**src/rtl/steering_pkg.sv**
```systemverilog
// Shared constants, register map and FSM encoding for the steering angle ramp block.
// Optional clamp feature is selected with STEERING_RAMP_CLAMP_EN.
package steering_pkg;

    localparam int unsigned ANGLE_W = 10;
    localparam logic [31:0] STEERING_ID = 32'hEA68_0004;

    localparam logic [2:0] ADDR_ID       = 3'd0;
    localparam logic [2:0] ADDR_TARGET   = 3'd1;
    localparam logic [2:0] ADDR_STEP     = 3'd2;
    localparam logic [2:0] ADDR_INTERVAL = 3'd3;
    localparam logic [2:0] ADDR_CTRL     = 3'd4;
    localparam logic [2:0] ADDR_STATUS   = 3'd5;
    localparam logic [2:0] ADDR_MIN      = 3'd6;
    localparam logic [2:0] ADDR_MAX      = 3'd7;

    typedef enum logic {
        ST_IDLE = 1'b0,
        ST_RAMP = 1'b1
    } state_t;

    // Merge a bus write into the current register value lane by lane.
    function automatic logic [31:0] apply_be(input logic [31:0] old_v,
                                             input logic [31:0] wdata,
                                             input logic [3:0]  be);
        logic [31:0] v;
        v = old_v;
        for (int i = 0; i < 4; i++) begin
            if (be[i]) v[i*8 +: 8] = wdata[i*8 +: 8];
        end
        return v;
    endfunction

endpackage

```
**src/rtl/steering_ramp_if.sv**
```systemverilog
// Avalon-MM control port of the steering ramp block.
interface steering_ramp_if;
    logic [31:0] avs_ctrl_writedata;
    logic [31:0] avs_ctrl_readdata;
    logic [3:0]  avs_ctrl_byteenable;
    logic [2:0]  avs_ctrl_address;
    logic        avs_ctrl_write;
    logic        avs_ctrl_read;
    logic        avs_ctrl_waitrequest;

    modport master (
        output avs_ctrl_writedata, avs_ctrl_byteenable, avs_ctrl_address,
               avs_ctrl_write, avs_ctrl_read,
        input  avs_ctrl_readdata, avs_ctrl_waitrequest
    );

    modport slave (
        input  avs_ctrl_writedata, avs_ctrl_byteenable, avs_ctrl_address,
               avs_ctrl_write, avs_ctrl_read,
        output avs_ctrl_readdata, avs_ctrl_waitrequest
    );
endinterface

```
**src/rtl/steering_tick_gen.sv**
```systemverilog
// Programmable prescaler: counts 0..i_interval and pulses o_tick for one cycle at the top.
module steering_tick_gen #(
    parameter int unsigned DIV_W = 16
) (
    input  logic             i_clk,
    input  logic             i_rst_n,
    input  logic             i_restart,
    input  logic [DIV_W-1:0] i_interval,
    output logic             o_tick
);

    logic [DIV_W-1:0] r_cnt;

    // >= rather than == so a shrinking interval cannot strand the counter above it.
    assign o_tick = !i_restart && (r_cnt >= i_interval);

    // NOTE: sequential state uses non-blocking (<=) so every flop samples pre-edge values.
    always_ff @(posedge i_clk or negedge i_rst_n) begin
        if (!i_rst_n) begin
            r_cnt <= '0;
        end else if (i_restart || o_tick) begin
            r_cnt <= '0;
        end else begin
            r_cnt <= r_cnt + 1'b1;
        end
    end

endmodule

```
**src/rtl/steering_ramp.sv**
```systemverilog
// Avalon-MM slave that slews angle_out toward a software target at a programmed step/interval.
// Define STEERING_RAMP_CLAMP_EN to add min/max target clamping (registers 6 and 7).
module steering_ramp
    import steering_pkg::*;
#(
    parameter logic [ANGLE_W-1:0] ANGLE_RESET = '0,
    parameter int unsigned        DIV_W       = 16,
    parameter logic [31:0]        ID_VALUE    = STEERING_ID
) (
    input  logic               csi_MCLK_clk,
    input  logic               rsi_MRST_reset_n,
    steering_ramp_if.slave     avs,
    output logic [ANGLE_W-1:0] angle_out,
    output logic               ramp_busy
);

    logic [ANGLE_W-1:0] r_target;
    logic [ANGLE_W-1:0] r_step;
    logic [DIV_W-1:0]   r_interval;
    logic               r_enable;
    logic [31:0]        r_rdata;
    state_t             r_state;

    logic               w_wr;
    logic               w_snap;
    logic               w_tick;
    logic               w_clamped;
    logic [31:0]        w_rd_mux;
    logic [31:0]        w_wr_val;
    logic [ANGLE_W-1:0] w_eff_target;
    logic [ANGLE_W-1:0] w_dist;
    logic [ANGLE_W-1:0] w_move;
    logic [ANGLE_W-1:0] w_stepped;
    logic               w_up;
    state_t             w_next_state;
    logic [ANGLE_W-1:0] w_next_angle;

    assign w_wr   = avs.avs_ctrl_write;
    assign w_snap = w_wr && (avs.avs_ctrl_address == ADDR_CTRL) &&
                    avs.avs_ctrl_byteenable[0] && avs.avs_ctrl_writedata[1];

`ifdef STEERING_RAMP_CLAMP_EN
    logic [ANGLE_W-1:0] r_min;
    logic [ANGLE_W-1:0] r_max;
    logic               r_clamped;

    function automatic logic [ANGLE_W-1:0] f_clamp(input logic [ANGLE_W-1:0] t,
                                                   input logic [ANGLE_W-1:0] lo,
                                                   input logic [ANGLE_W-1:0] hi);
        logic [ANGLE_W-1:0] v;
        if (lo > hi)      v = lo;
        else if (t < lo)  v = lo;
        else if (t > hi)  v = hi;
        else              v = t;
        return v;
    endfunction

    assign w_eff_target = f_clamp(r_target, r_min, r_max);
    assign w_clamped    = r_clamped;
`else
    assign w_eff_target = r_target;
    assign w_clamped    = 1'b0;
`endif

    // Read mux doubles as the "old value" for byte-lane merging on writes.
    always_comb begin
        w_rd_mux = '0;
        case (avs.avs_ctrl_address)
            ADDR_ID:       w_rd_mux = ID_VALUE;
            ADDR_TARGET:   w_rd_mux = 32'(r_target);
            ADDR_STEP:     w_rd_mux = 32'(r_step);
            ADDR_INTERVAL: w_rd_mux = 32'(r_interval);
            ADDR_CTRL:     w_rd_mux = {31'b0, r_enable};
            ADDR_STATUS:   w_rd_mux = {{(32-ANGLE_W-2){1'b0}}, ramp_busy, w_clamped, angle_out};
`ifdef STEERING_RAMP_CLAMP_EN
            ADDR_MIN:      w_rd_mux = 32'(r_min);
            ADDR_MAX:      w_rd_mux = 32'(r_max);
`endif
            default:       w_rd_mux = '0;
        endcase
    end

    assign w_wr_val = apply_be(w_rd_mux, avs.avs_ctrl_writedata, avs.avs_ctrl_byteenable);

    always_ff @(posedge csi_MCLK_clk or negedge rsi_MRST_reset_n) begin
        if (!rsi_MRST_reset_n) begin
            r_target   <= ANGLE_RESET;
            r_step     <= ANGLE_W'(1);
            r_interval <= '0;
            r_enable   <= 1'b0;
            r_rdata    <= '0;
`ifdef STEERING_RAMP_CLAMP_EN
            r_min      <= '0;
            r_max      <= '1;
            r_clamped  <= 1'b0;
`endif
        end else begin
            if (w_wr) begin
                case (avs.avs_ctrl_address)
                    ADDR_TARGET: begin
                        r_target <= w_wr_val[ANGLE_W-1:0];
`ifdef STEERING_RAMP_CLAMP_EN
                        r_clamped <= (f_clamp(w_wr_val[ANGLE_W-1:0], r_min, r_max)
                                      != w_wr_val[ANGLE_W-1:0]);
`endif
                    end
                    ADDR_STEP:     r_step     <= w_wr_val[ANGLE_W-1:0];
                    ADDR_INTERVAL: r_interval <= w_wr_val[DIV_W-1:0];
                    ADDR_CTRL:     r_enable   <= w_wr_val[0];
`ifdef STEERING_RAMP_CLAMP_EN
                    ADDR_MIN:      r_min      <= w_wr_val[ANGLE_W-1:0];
                    ADDR_MAX:      r_max      <= w_wr_val[ANGLE_W-1:0];
`endif
                    default: ;
                endcase
            end
            if (avs.avs_ctrl_read && !avs.avs_ctrl_write) begin
                r_rdata <= w_rd_mux;
            end
        end
    end

    assign avs.avs_ctrl_readdata    = r_rdata;
    assign avs.avs_ctrl_waitrequest = 1'b0;

    steering_tick_gen #(.DIV_W(DIV_W)) u_tick (
        .i_clk      (csi_MCLK_clk),
        .i_rst_n    (rsi_MRST_reset_n),
        .i_restart  (w_wr && (avs.avs_ctrl_address == ADDR_INTERVAL)),
        .i_interval (r_interval),
        .o_tick     (w_tick)
    );

    // Step is limited to the remaining distance, so no overshoot and no wrap.
    assign w_up      = (w_eff_target > angle_out);
    assign w_dist    = w_up ? (w_eff_target - angle_out) : (angle_out - w_eff_target);
    assign w_move    = (r_step < w_dist) ? r_step : w_dist;
    assign w_stepped = w_up ? (angle_out + w_move) : (angle_out - w_move);

    // NOTE: every always_comb output gets a default first so no path can infer a latch.
    always_comb begin
        w_next_state = r_state;
        w_next_angle = angle_out;
        if (w_snap) begin
            w_next_angle = w_eff_target;
            w_next_state = ST_IDLE;
        end else begin
            case (r_state)
                ST_IDLE: begin
                    if (r_enable && (angle_out != w_eff_target)) w_next_state = ST_RAMP;
                end
                ST_RAMP: begin
                    if (!r_enable || (angle_out == w_eff_target)) begin
                        w_next_state = ST_IDLE;
                    end else if (w_tick) begin
                        w_next_angle = w_stepped;
                        if (w_stepped == w_eff_target) w_next_state = ST_IDLE;
                    end
                end
                default: w_next_state = ST_IDLE;
            endcase
        end
    end

    always_ff @(posedge csi_MCLK_clk or negedge rsi_MRST_reset_n) begin
        if (!rsi_MRST_reset_n) begin
            r_state   <= ST_IDLE;
            angle_out <= ANGLE_RESET;
            ramp_busy <= 1'b0;
        end else begin
            r_state   <= w_next_state;
            angle_out <= w_next_angle;
            ramp_busy <= (w_next_state == ST_RAMP);
        end
    end

endmodule

```
**src/flat_wrapper.sv**
```systemverilog
// flat-port wrapper written by rule: the top's interface ports become plain ports
module steering_ramp_flat import steering_pkg::*;
#(
    parameter logic [ANGLE_W-1:0] ANGLE_RESET = '0,
    parameter int unsigned        DIV_W       = 16,
    parameter logic [31:0]        ID_VALUE    = STEERING_ID
)
  (csi_MCLK_clk, rsi_MRST_reset_n, angle_out, ramp_busy, avs_avs_ctrl_writedata, avs_avs_ctrl_byteenable, avs_avs_ctrl_address, avs_avs_ctrl_write, avs_avs_ctrl_read, avs_avs_ctrl_readdata, avs_avs_ctrl_waitrequest);
  steering_ramp_if avs_i ();
  input  logic csi_MCLK_clk;
  input  logic rsi_MRST_reset_n;
  output logic [ANGLE_W-1:0] angle_out;
  output logic ramp_busy;
  input wire logic [$bits(avs_i.avs_ctrl_writedata)-1:0] avs_avs_ctrl_writedata;
  input wire logic [$bits(avs_i.avs_ctrl_byteenable)-1:0] avs_avs_ctrl_byteenable;
  input wire logic [$bits(avs_i.avs_ctrl_address)-1:0] avs_avs_ctrl_address;
  input wire logic [$bits(avs_i.avs_ctrl_write)-1:0] avs_avs_ctrl_write;
  input wire logic [$bits(avs_i.avs_ctrl_read)-1:0] avs_avs_ctrl_read;
  output wire logic [$bits(avs_i.avs_ctrl_readdata)-1:0] avs_avs_ctrl_readdata;
  output wire logic [$bits(avs_i.avs_ctrl_waitrequest)-1:0] avs_avs_ctrl_waitrequest;
  assign avs_i.avs_ctrl_writedata = avs_avs_ctrl_writedata;
  assign avs_i.avs_ctrl_byteenable = avs_avs_ctrl_byteenable;
  assign avs_i.avs_ctrl_address = avs_avs_ctrl_address;
  assign avs_i.avs_ctrl_write = avs_avs_ctrl_write;
  assign avs_i.avs_ctrl_read = avs_avs_ctrl_read;
  assign avs_avs_ctrl_readdata = avs_i.avs_ctrl_readdata;
  assign avs_avs_ctrl_waitrequest = avs_i.avs_ctrl_waitrequest;
  steering_ramp #(.ANGLE_RESET(ANGLE_RESET), .DIV_W(DIV_W), .ID_VALUE(ID_VALUE)) u_core (.csi_MCLK_clk(csi_MCLK_clk), .rsi_MRST_reset_n(rsi_MRST_reset_n), .avs(avs_i), .angle_out(angle_out), .ramp_busy(ramp_busy));
endmodule
```
**config.mk**
```make
export PLATFORM = sky130hd
export DESIGN_NAME = steering_ramp_flat
export DESIGN_NICKNAME = d
export VERILOG_FILES = /design/src/rtl/steering_pkg.sv /design/src/rtl/steering_ramp_if.sv /design/src/rtl/steering_tick_gen.sv /design/src/rtl/steering_ramp.sv /design/src/flat_wrapper.sv
export SDC_FILE = /design/constraint.sdc
export NUM_CORES = 1
export LEC_CHECK = 0
export CAP_MARGIN = 5
export CORE_ASPECT_RATIO = 1.4
export CORE_MARGIN = 4
export CORE_UTILIZATION = 40
export CTS_CLUSTER_DIAMETER = 50
export CTS_CLUSTER_SIZE = 25
export DETAILED_ROUTE_END_ITERATION = 7
export PLACE_DENSITY = 0.63
export SYNTH_ARGS = -nofsm -noshare
export SYNTH_HDL_FRONTEND = slang
export SYNTH_HIERARCHICAL = 1
export SYNTH_SLANG_ARGS = --single-unit
```
**constraint.sdc**
```tcl
create_clock -name csi_MCLK_clk -period 9.9 [get_ports csi_MCLK_clk]
set_input_delay 1.98 -clock csi_MCLK_clk [delete_from_list [all_inputs] [get_ports csi_MCLK_clk]]
set_output_delay 1.98 -clock csi_MCLK_clk [all_outputs]
set_load 0.05 [all_outputs]
```
; ---- Word-level counts from Yosys, hierarchy flattened
; Cells that the tools add are included.
[op_classes]
bitwise = 1
order_cmp = 3
n_eq_ne = 9
mux = 17
reduce_logical = 20
add_sub_neg = 5
[ops]
columns = op, count
row1 = $pmux W32 S6, 1
row2 = $mux W10, 7
row3 = $sub A10 B10 Y10, 3
row4 = $eq A10 B10 Y1, 2
row5 = $add A16 B1 Y16 const B, 1
row6 = $ge A16 B16 Y1, 1
row7 = $mux W16, 1
row8 = $mux W8, 2
row9 = $add A10 B10 Y10, 1
row10 = $gt A10 B10 Y1, 1
row11 = $lt A10 B10 Y1, 1
row12 = $ne A10 B10 Y1, 1
row13 = $reduce_and A2 Y1, 4
row14 = $logic_and A1 B1 Y1, 7
row15 = $eq A3 B2 Y1 const B, 2
row16 = $eq A3 B3 Y1 const B, 2
row17 = $mux W1, 5
row18 = $reduce_bool A2 Y1, 2
row19 = $eq A3 B1 Y1 const B, 1
row20 = $logic_not A1 Y1, 3
row21 = $logic_not A3 Y1, 1
row22 = $reduce_and A3 Y1, 1
row23 = $logic_or A1 B1 Y1, 2
row24 = $ne A2 B1 Y1 const B, 1
row25 = other kinds (2), 2
[totals]
inputBits = 43
reg_bits = 96
elab_cells = 63
out_inout_bits = 44

; ---- Logic depth before layout (Yosys ltp)
; Gate-level depths: netlist (run 1).
[depth]
ltp_word = 12
depth_mapped = 37
mapped_depth_nobuf = 34

; ---- Cells and area by module
; The synthesis (run 1) kept the hierarchy.
[modules_own_cells]
columns = module, cells_per_inst, n_inst, seq_area_each_um2, area_per_inst_um2
row1 = steering_ramp, 607, 1, 1627.8, 5206.2
row2 = steering_tick_gen, 129, 1, 400.4, 1221.2

; ---- Worst setup path after synthesis (run 1)
; No wires, ideal clock.
[synth_path]
path_type = register to register
start = register u_core.angle_out[0]
end = register u_core.r_state
required_ns = 9.781
synth_period_minus_slack_ns = 7.010
path_buffers = 2
path_slack_ns = 2.890
arrival_time_ns = 6.891
setup_ns = 0.119
path_stages_with_launch = 37
path_cell_list = dfrtp_1 inv_1 ha_1 inv_1 fa_1 a21o_1 a221o_1 a21o_1 a221oi_1 a21oi_1 xnor2_1 ha_1 a21o_1 a21oi_1 nand2_1 a2111oi_0 nor3_1 and2_1 buf_2 clkbuf_1 nor2_1 a21oi_1 inv_1 ha_1 a21boi_0 nor2_1 xor2_1 ha_1 o21ai_0 a21oi_1 o41ai_1 o21bai_1 a21oi_1 xnor2_1 xnor2_1 xnor3_1 o21a_1
[synth_via]
elab_chain_len = 12
word_cells_on_any_way = 20
cone_classes = add/sub: 4 / order compare: 2 / eq/ne: 3 / mux: 9 / reduce/logical: 2
[synth_rtl]
columns = item, line_no
row1 = "start, declared", steering_ramp.sv:13  ; output logic [ANGLE_W-1:0] angle_out,
row2 = "start signal, assigned", steering_ramp.sv:172  ; angle_out <= w_next_angle;
row3 = $sub A10 B10 Y10 / $gt A10 B10 Y1 (equally long branches), "steering_ramp.sv:136, steering_ramp.sv:135"
row4 = $mux W10, steering_ramp.sv:136  ; assign w_dist = w_up ? (w_eff_target - angle_out) : (angle_out - w_eff_target);
row5 = $lt A10 B10 Y1, steering_ramp.sv:137  ; assign w_move = (r_step < w_dist) ? r_step : w_dist;
row6 = $mux W10, steering_ramp.sv:137
row7 = $sub A10 B10 Y10 / $add A10 B10 Y10 (equally long branches), steering_ramp.sv:138  ; assign w_stepped = w_up ? (angle_out + w_move) : (angle_out - w_move);
row8 = $mux W10, steering_ramp.sv:138
row9 = $eq A10 B10 Y1, steering_ramp.sv:157  ; if (w_stepped == w_eff_target) w_next_state = ST_IDLE;
row10 = $mux W1, steering_ramp.sv:157
row11 = $mux W1, steering_ramp.sv:155  ; end else if (w_tick) begin
row12 = $mux W1, steering_ramp.sv:153  ; if (!r_enable || (angle_out == w_eff_target)) begin
row13 = $pmux W1 S2 *, steering_ramp.sv:148  ; case (r_state)
row14 = $mux W1 *, steering_ramp.sv:144  ; if (w_snap) begin
row15 = net u_core.w_next_state, steering_ramp.sv:35  ; state_t w_next_state;
row16 = "end signal, assigned", steering_ramp.sv:171  ; r_state <= w_next_state;
row17 = "end, declared", steering_ramp.sv:22  ; state_t r_state;
; The timed path passes the listed nets; every way through them passes the cells marked *.
; A chain may end at the register's enable or synchronous reset.

; ---- Final worst setup path (run 1)
[layout_path]
start = register u_core.angle_out[7]
end = register u_core.r_state
; Same word-level chain as after synthesis.

==> results.py, run 1 <==
metrics = {
    "logic_synthesis": {
        "synthArstFlopShare": 1.00,
        "ys_types": 77,
        "ys_warn_count": 6,
        "synthMuxAreaShare": 0.0438,
        "synth_common_cells": "nand2_1 (87), dfrtp_1 (80), o21ai_0 (73)",
        "post_synth.cell_area_avg_um2": 8.73,
        "synth_edf_count": 0,
        "netlist_area_um2": 6430,
        "synth_top_family_by_area": "compound AO/OA/AOI/OAI gates",
        "synth_top_area_share": 0.311,
        "synth.most_common_cell": "nand2_1",
        "synthCells": 736,
        "synthAdderAreaFrac": 0.114,
        "yosys.area_share.simple": 0.176,
        "ys.flop_type": "dfrtp_1",
        "synth_area_leaders": "dfrtp_1 (31%), ha_1 (11%), o21ai_0 (5.7%), nand2_1 (5.1%), inv_1 (3.6%)",
        "synth_xor_area_frac": 0.0662,
        "synth_seq_area_share": 0.316,
        "synth-seq-cells": 81,
        "synth-compound-area-share": 0.205,
        "synth_top_cell_by_area": "dfrtp_1",
    },
    "cells_and_area": {
        "area_growth_pct": 14.7,
        "num_antenna_cells": 0,
        "design_area_um2": 7370,
        "nNetsFinal": 867,
        "finalNonFillerCells": 968,
        "drive_gt1_frac": 0.0842,
    },
    "place": {
        "place_inst": 952,
        "gp_congestion": 0.907,
        "dpl.hpwl_mm": 13.7,
        "pre_cts_ws_ns": 1.67,
        "dpl_cell_area_um2": 7030,
        "port_buffers": 59,
    },
    "clock_tree": {
        "h-tree-depth": 3,
        "clkSlewWorstSetupHoldPaths_ns": 0.06,
        "cts_tree": "built",
        "postCtsSetupRepairBufs": 0,
        "cts.repair.resized": 0,
        "cts_max_path_buffers": 2,
        "cts_sinks": 81,
        "clk_latency_ns": 0.33,
        "root_buffer": "clkbuf_16",
        "cts_buffers": 9,
        "holdBufCountCts": 0,
    },
    "routing": {
        "drt_iter0_markers": 260,
        "drc": 0,
        "avgViaCountPerCell": 5.68,
        "wire_per_inst_um": 18.1,
        "wl_mm": 17.5,
        "vias": 5498,
        "drtAntennaViolNets": 0,
        "firstDrtPassIters": 5,
    },
    "sta": {
        "setup_ws_ns": 1.62,
        "tightest_slew_ns": 1.02,
        "fin_crit_ns": 8.28,
        "finalSetupTns_ns": 0,
        "setup_viol": 0,
        "maxSlewHeadroom": 0.309,
        "finClkSkew_ns": 0.00777,
        "drv_slew": 0,
        "rsz0062_at_grt": "false",
        "fmax_mhz": 121,
        "hold_violations": 0,
        "fin_crit_sh": 0.837,
    },
    "worst_setup_path": {
        "worstReg2RegEnd": "u_core/r_state",
        "cp.depth": 33,
        "slowest_stage": "nand2_1",
        "crit_end": "u_core/r_state",
        "cp-start-kind": "flop",
        "r2r_start": "u_core/angle_out[7]",
        "worstPathMaxFanout": 18,
        "reg2regPathDepth": 33,
        "critPathTopFamily": "compound AO/OA/AOI/OAI gates",
        "crit_arrival_ns": 8.50,
        "end_kind": "flop",
        "crit_type": "flop to flop",
        "crit_required_ns": 10.12,
        "worst-path-buf-inv": 2,
        "slowest_delay_ns": 0.59,
        "ff2ff_setup_slack_ns": 1.62,
        "critical_path.startpoint": "u_core/angle_out[7]",
    },
    "floorplan": {
        "start_util": 0.410,
        "io-pin-count": 87,
        "die_area_um2": 18200,
        "die_h_um": 158,
        "rows": 54,
        "fp.coreArea_um2": 15700,
        "die_x_um": 115,
    },
    "grt": {
        "antenna_found_initial": 0,
        "grt_pass1_vias": 5683,
        "overflow": 0,
        "track_usage": 0.198,
        "grt_max_degree": 82,
        "grt_first_pass_wirelength_mm": 28.6,
    },
    "status": {
        "outcome": "complete, no violations",
    },
    "flow_run": {
        "drv_cap": 0,
    },
    "hold_path": {
        "hold_path.class": "flop to flop",
    },
}
cells by family (layout without fill, tap and decap cells):
| kind of cell | Yosys count | in the layout |
|---|---|---|
| buffers and inverters | 110 | 138 |
| multiplexers | 26 | 26 |
| flip-flops | 81 | 81 |
| AO/OA/AOI/OAI | 194 | 194 |
| other | 1 | 9 |
| XOR/XNOR | 47 | 47 |
| AND/OR/NAND/NOR | 220 | 220 |
| adder cells (fa/ha/maj) | 57 | 57 |
worst register-to-register path: cells and delay by family (launching register included):
kind                       cells  cell delay (ns)
buffers and inverters          2             0.17
DFF                            1             0.48
adders and majority gates      4             1.14
xor gates and xnor gates       4             0.78
and+or+nand+nor                8             2.03
AOI/OAI and AO/OA             15             3.59
through the flow:
stage           util  hold slack, ns
2_1_floorplan      -           0.466
3_3_place_gp   0.448           0.469
3_5_place_dp   0.448           0.473
4_1_cts        0.470           0.493
5_1_grt        0.470           0.513
6_report       0.470           0.484
placed cells by master (no fill, tap or decap), drive strengths merged, types with 4 or more instances in the layout:
cell type | Yosys | routed
nand3 | 19 | 19
a21oi | 32 | 32
inv | 61 | 61
a21o | 11 | 11
mux2i | 9 | 9
a211oi | 4 | 4
clkbuf | 21 | 11
nor3 | 11 | 11
conb | 1 | 9
nand2b | 6 | 6
nand2 | 87 | 87
nand4 | 7 | 7
clkdlybuf4s50 | 0 | 58
a221o | 4 | 4
and3 | 6 | 6
a22oi | 12 | 12
nor2 | 43 | 43
xor2 | 20 | 20
and4 | 6 | 6
xnor2 | 26 | 26
a221oi | 4 | 4
o21ai | 74 | 74
dfrtp | 80 | 80
a22o | 8 | 8
or2 | 4 | 4
a31oi | 5 | 5
nor2b | 17 | 17
ha | 54 | 54
mux2 | 17 | 17
a2111oi | 4 | 4
a21boi | 4 | 4
state kept, by name, indices dropped and copies added, names as in the netlist:
register,cells
u_core/angle_out,10
u_core/avs.avs_ctrl_readdata,17
u_core/r_enable,1
u_core/r_interval,16
u_core/r_state,1
u_core/r_step,10
u_core/r_target,10
u_core/u_tick/r_cnt,16
layout make-up:
type | instances | area, um^2
well taps | 196 | 245
multi-input cells | 553 | 3920
flip-flops and latches | 81 | 2030
repair buffers | 61 | 603
inverters | 61 | 229
clock inverters | 5 | 104
fillers | 1539 | 8300
clock buffers | 11 | 243
how the worst min path moves through the flow:
stage,start,slack (ns),endpoint,depth (start not counted)
after floorplan,u_core/r_interval[2],0.47,u_core/r_interval[2],2
final,u_core/avs.avs_ctrl_readdata[1],0.48,u_core/avs.avs_ctrl_readdata[1],2
after CTS,u_core/avs.avs_ctrl_readdata[1],0.49,u_core/avs.avs_ctrl_readdata[1],2
after global placement,u_core/avs.avs_ctrl_readdata[6],0.47,u_core/avs.avs_ctrl_readdata[6],2
after detailed placement,u_core/avs.avs_ctrl_readdata[4],0.47,u_core/avs.avs_ctrl_readdata[4],2
after global routing,u_core/avs.avs_ctrl_readdata[6],0.51,u_core/avs.avs_ctrl_readdata[6],2
metal layers:
layer | share of wire | track usage | vias to the layer above | routed length, um
met1 | 0.39 | 0.224 | 2689 | 6780
met2 | 0.54 | 0.366 | 135 | 9470
met3 | 0.029 | 0.0184 | 45 | 506
met4 | 0.042 | 0.0973 | 0 | 734
li1 | - | - | 2629 | -
met5 | 0 | 0 | - | 0
Power of run 1 is left out: the tool's default activity adds up to more than one toggle a clock period on the data nets, which glitch-free logic cannot reach.
==> inputs of run 2 (changes only) <==
PLACE_DENSITY = 0.66   (was 0.63)
clock period = 7.26 ns   (was 9.9 ns; I/O delays follow)
==> run 2 against run 1 <==
Core utilization grew 3.8 points. Global-route usage grew 0.13 points. Cell count grew 6.9%. Register-to-register slack lost 1.2 ns. Highest routed layer unchanged. Setup slack lost 1.2 ns. Fmax grew 21%.
==> results.py, run 2 (same netlist as run 1, synthesis figures left out) <==
metrics = {
    "status": {
        "outcome": "complete, no violations",
    },
    "hold_path": {
        "hold_depth": 2,
        "hold_end": "u_core/avs.avs_ctrl_readdata[3]",
        "hold_path_startpoint": "u_core/avs.avs_ctrl_readdata[3]",
        "hold_path.class": "flop to flop",
    },
    "worst_setup_path": {
        "ff2ff_setup_slack_ns": 0.40,
        "cp-start-kind": "flop",
        "end_kind": "flop",
        "slowest_stage": "dfrtp_1",
        "crit_type": "flop to flop",
        "crit_arrival_ns": 7.09,
        "crit_required_ns": 7.49,
        "slowest_delay_ns": 0.40,
        "critical_path.startpoint": "u_core/angle_out[0]",
        "r2r_start": "u_core/angle_out[0]",
        "worstPathMaxFanout": 7,
        "worstReg2RegEnd": "u_core/r_state",
        "reg2regPathDepth": 34,
    },
    "sta": {
        "fin_crit_sh": 0.945,
        "tightest_slew_ns": 1.04,
        "maxSlewHeadroom": 0.305,
        "setup_viol": 0,
        "whs_ns": 0.481,
        "fin_crit_ns": 6.86,
        "finClkSkew_ns": 0.00911,
        "hold_violations": 0,
        "drv_slew": 0,
        "fmax_mhz": 146,
        "setup_ws_ns": 0.399,
    },
    "place": {
        "gp_congestion": 0.912,
        "dpl.hpwl_mm": 14.0,
        "port_buffers": 59,
        "pre_cts_ws_ns": 0.0798,
    },
    "cells_and_area": {
        "final_common_cell": "nand2_1",
        "largest_reg_flops": 17,
        "drive_gt1_frac": 0.176,
        "num_antenna_cells": 0,
        "area_growth_pct": 24.0,
        "layout_common_cells": "nand2_1 (86), dfrtp_1 (80), o21ai_0 (72)",
        "fin_util": 0.508,
        "nNetsFinal": 934,
    },
    "clock_tree": {
        "cts_sinks": 81,
        "cts_max_path_buffers": 2,
        "cts.repair.resized": 0,
        "postCtsSetupRepairBufs": 0,
        "cts_buffers": 9,
        "clkSlewWorstSetupHoldPaths_ns": 0.07,
        "h-tree-depth": 3,
        "holdBufCountCts": 0,
        "clk_latency_ns": 0.34,
        "cts_tree": "built",
        "root_buffer": "clkbuf_16",
    },
    "grt": {
        "grt_first_pass_wirelength_mm": 28.5,
        "track_usage": 0.199,
        "overflow": 0,
        "use_met1": 0.225,
        "grt_max_degree": 82,
        "busiest_layer": "met2",
        "grt_pass1_vias": 5556,
        "gr-usage-met3": 0.0268,
        "antenna_found_initial": 0,
        "met2_usage": 0.377,
    },
    "floorplan": {
        "fp.coreArea_um2": 15700,
        "die_x_um": 115,
        "rows": 54,
        "die_h_um": 158,
        "start_util": 0.410,
        "io-pin-count": 87,
        "die_area_um2": 18200,
    },
    "routing": {
        "firstDrtPassIters": 6,
        "drtAntennaViolNets": 0,
        "drt_iter0_markers": 232,
        "wire_per_inst_um": 17.0,
        "vias": 5569,
        "drc": 0,
        "avgViaCountPerCell": 5.38,
        "wl_mm": 17.6,
    },
    "flow_run": {
        "drv_cap": 0,
    },
}
[run 2: cell types whose count changed in the layout (fill, tap and decap cells not counted), sizes merged]
cell / delta
clkinvlp: +3
clkbuf: -2
buf: +67
bufinv: +1
clkinv: -2
[run 2: layout make-up]
class | count | area, um^2
Timing Repair Buffer | 128 | 1110
Clock inverter | 7 | 143
Inverter | 61 | 229
Multi-Input combinational cell | 553 | 3990
Fill cell | 1489 | 7710
Sequential cell | 81 | 2030
Tap cell | 196 | 245
Clock buffer | 9 | 225
[run 2: layer usage]
metal,vias to the layer above,routed length [um],part of all wire
met5,-,0,0
met3,39,393,0.022
met1,2671,7150,0.41
met4,0,543,0.031
met2,92,9520,0.54
li1,2767,-,-
[run 2: metrics by stage]
stage / instances / area [um^2] / setup TNS, ns
finish: 1035 / 7970 / 0
global route: 1035 / 7970 / -0.0584
CTS: 1035 / 7900 / 0
detailed placement: 1019 / 7530 / 0
global placement: 1019 / 7530 / 0
floorplan: 744 / 6460 / 0
[run 2: worst max-delay path by stage]
stage	endpoint	slack (ns)	cells after the start
after floorplan	u_core/r_state	0.25	36
after global placement	u_core/r_state	0.14	32
after detailed placement	u_core/r_state	0.08	32
after CTS	u_core/r_state	0.02	32
after global routing	u_core/r_state	-0.06	34
final	u_core/r_state	0.40	34
[run 2: critical path: cells and delay by family, from the launching register on]
family / cells / cell delay [ns]
AOI/OAI and AO/OA: 16 / 3.21
xor gates and xnor gates: 5 / 0.93
adders and majority gates: 5 / 1.28
buffers and inverters: 4 / 0.34
DFF: 1 / 0.40
and+or+nand+nor: 4 / 0.57
Power of run 2 is left out for the same reason.
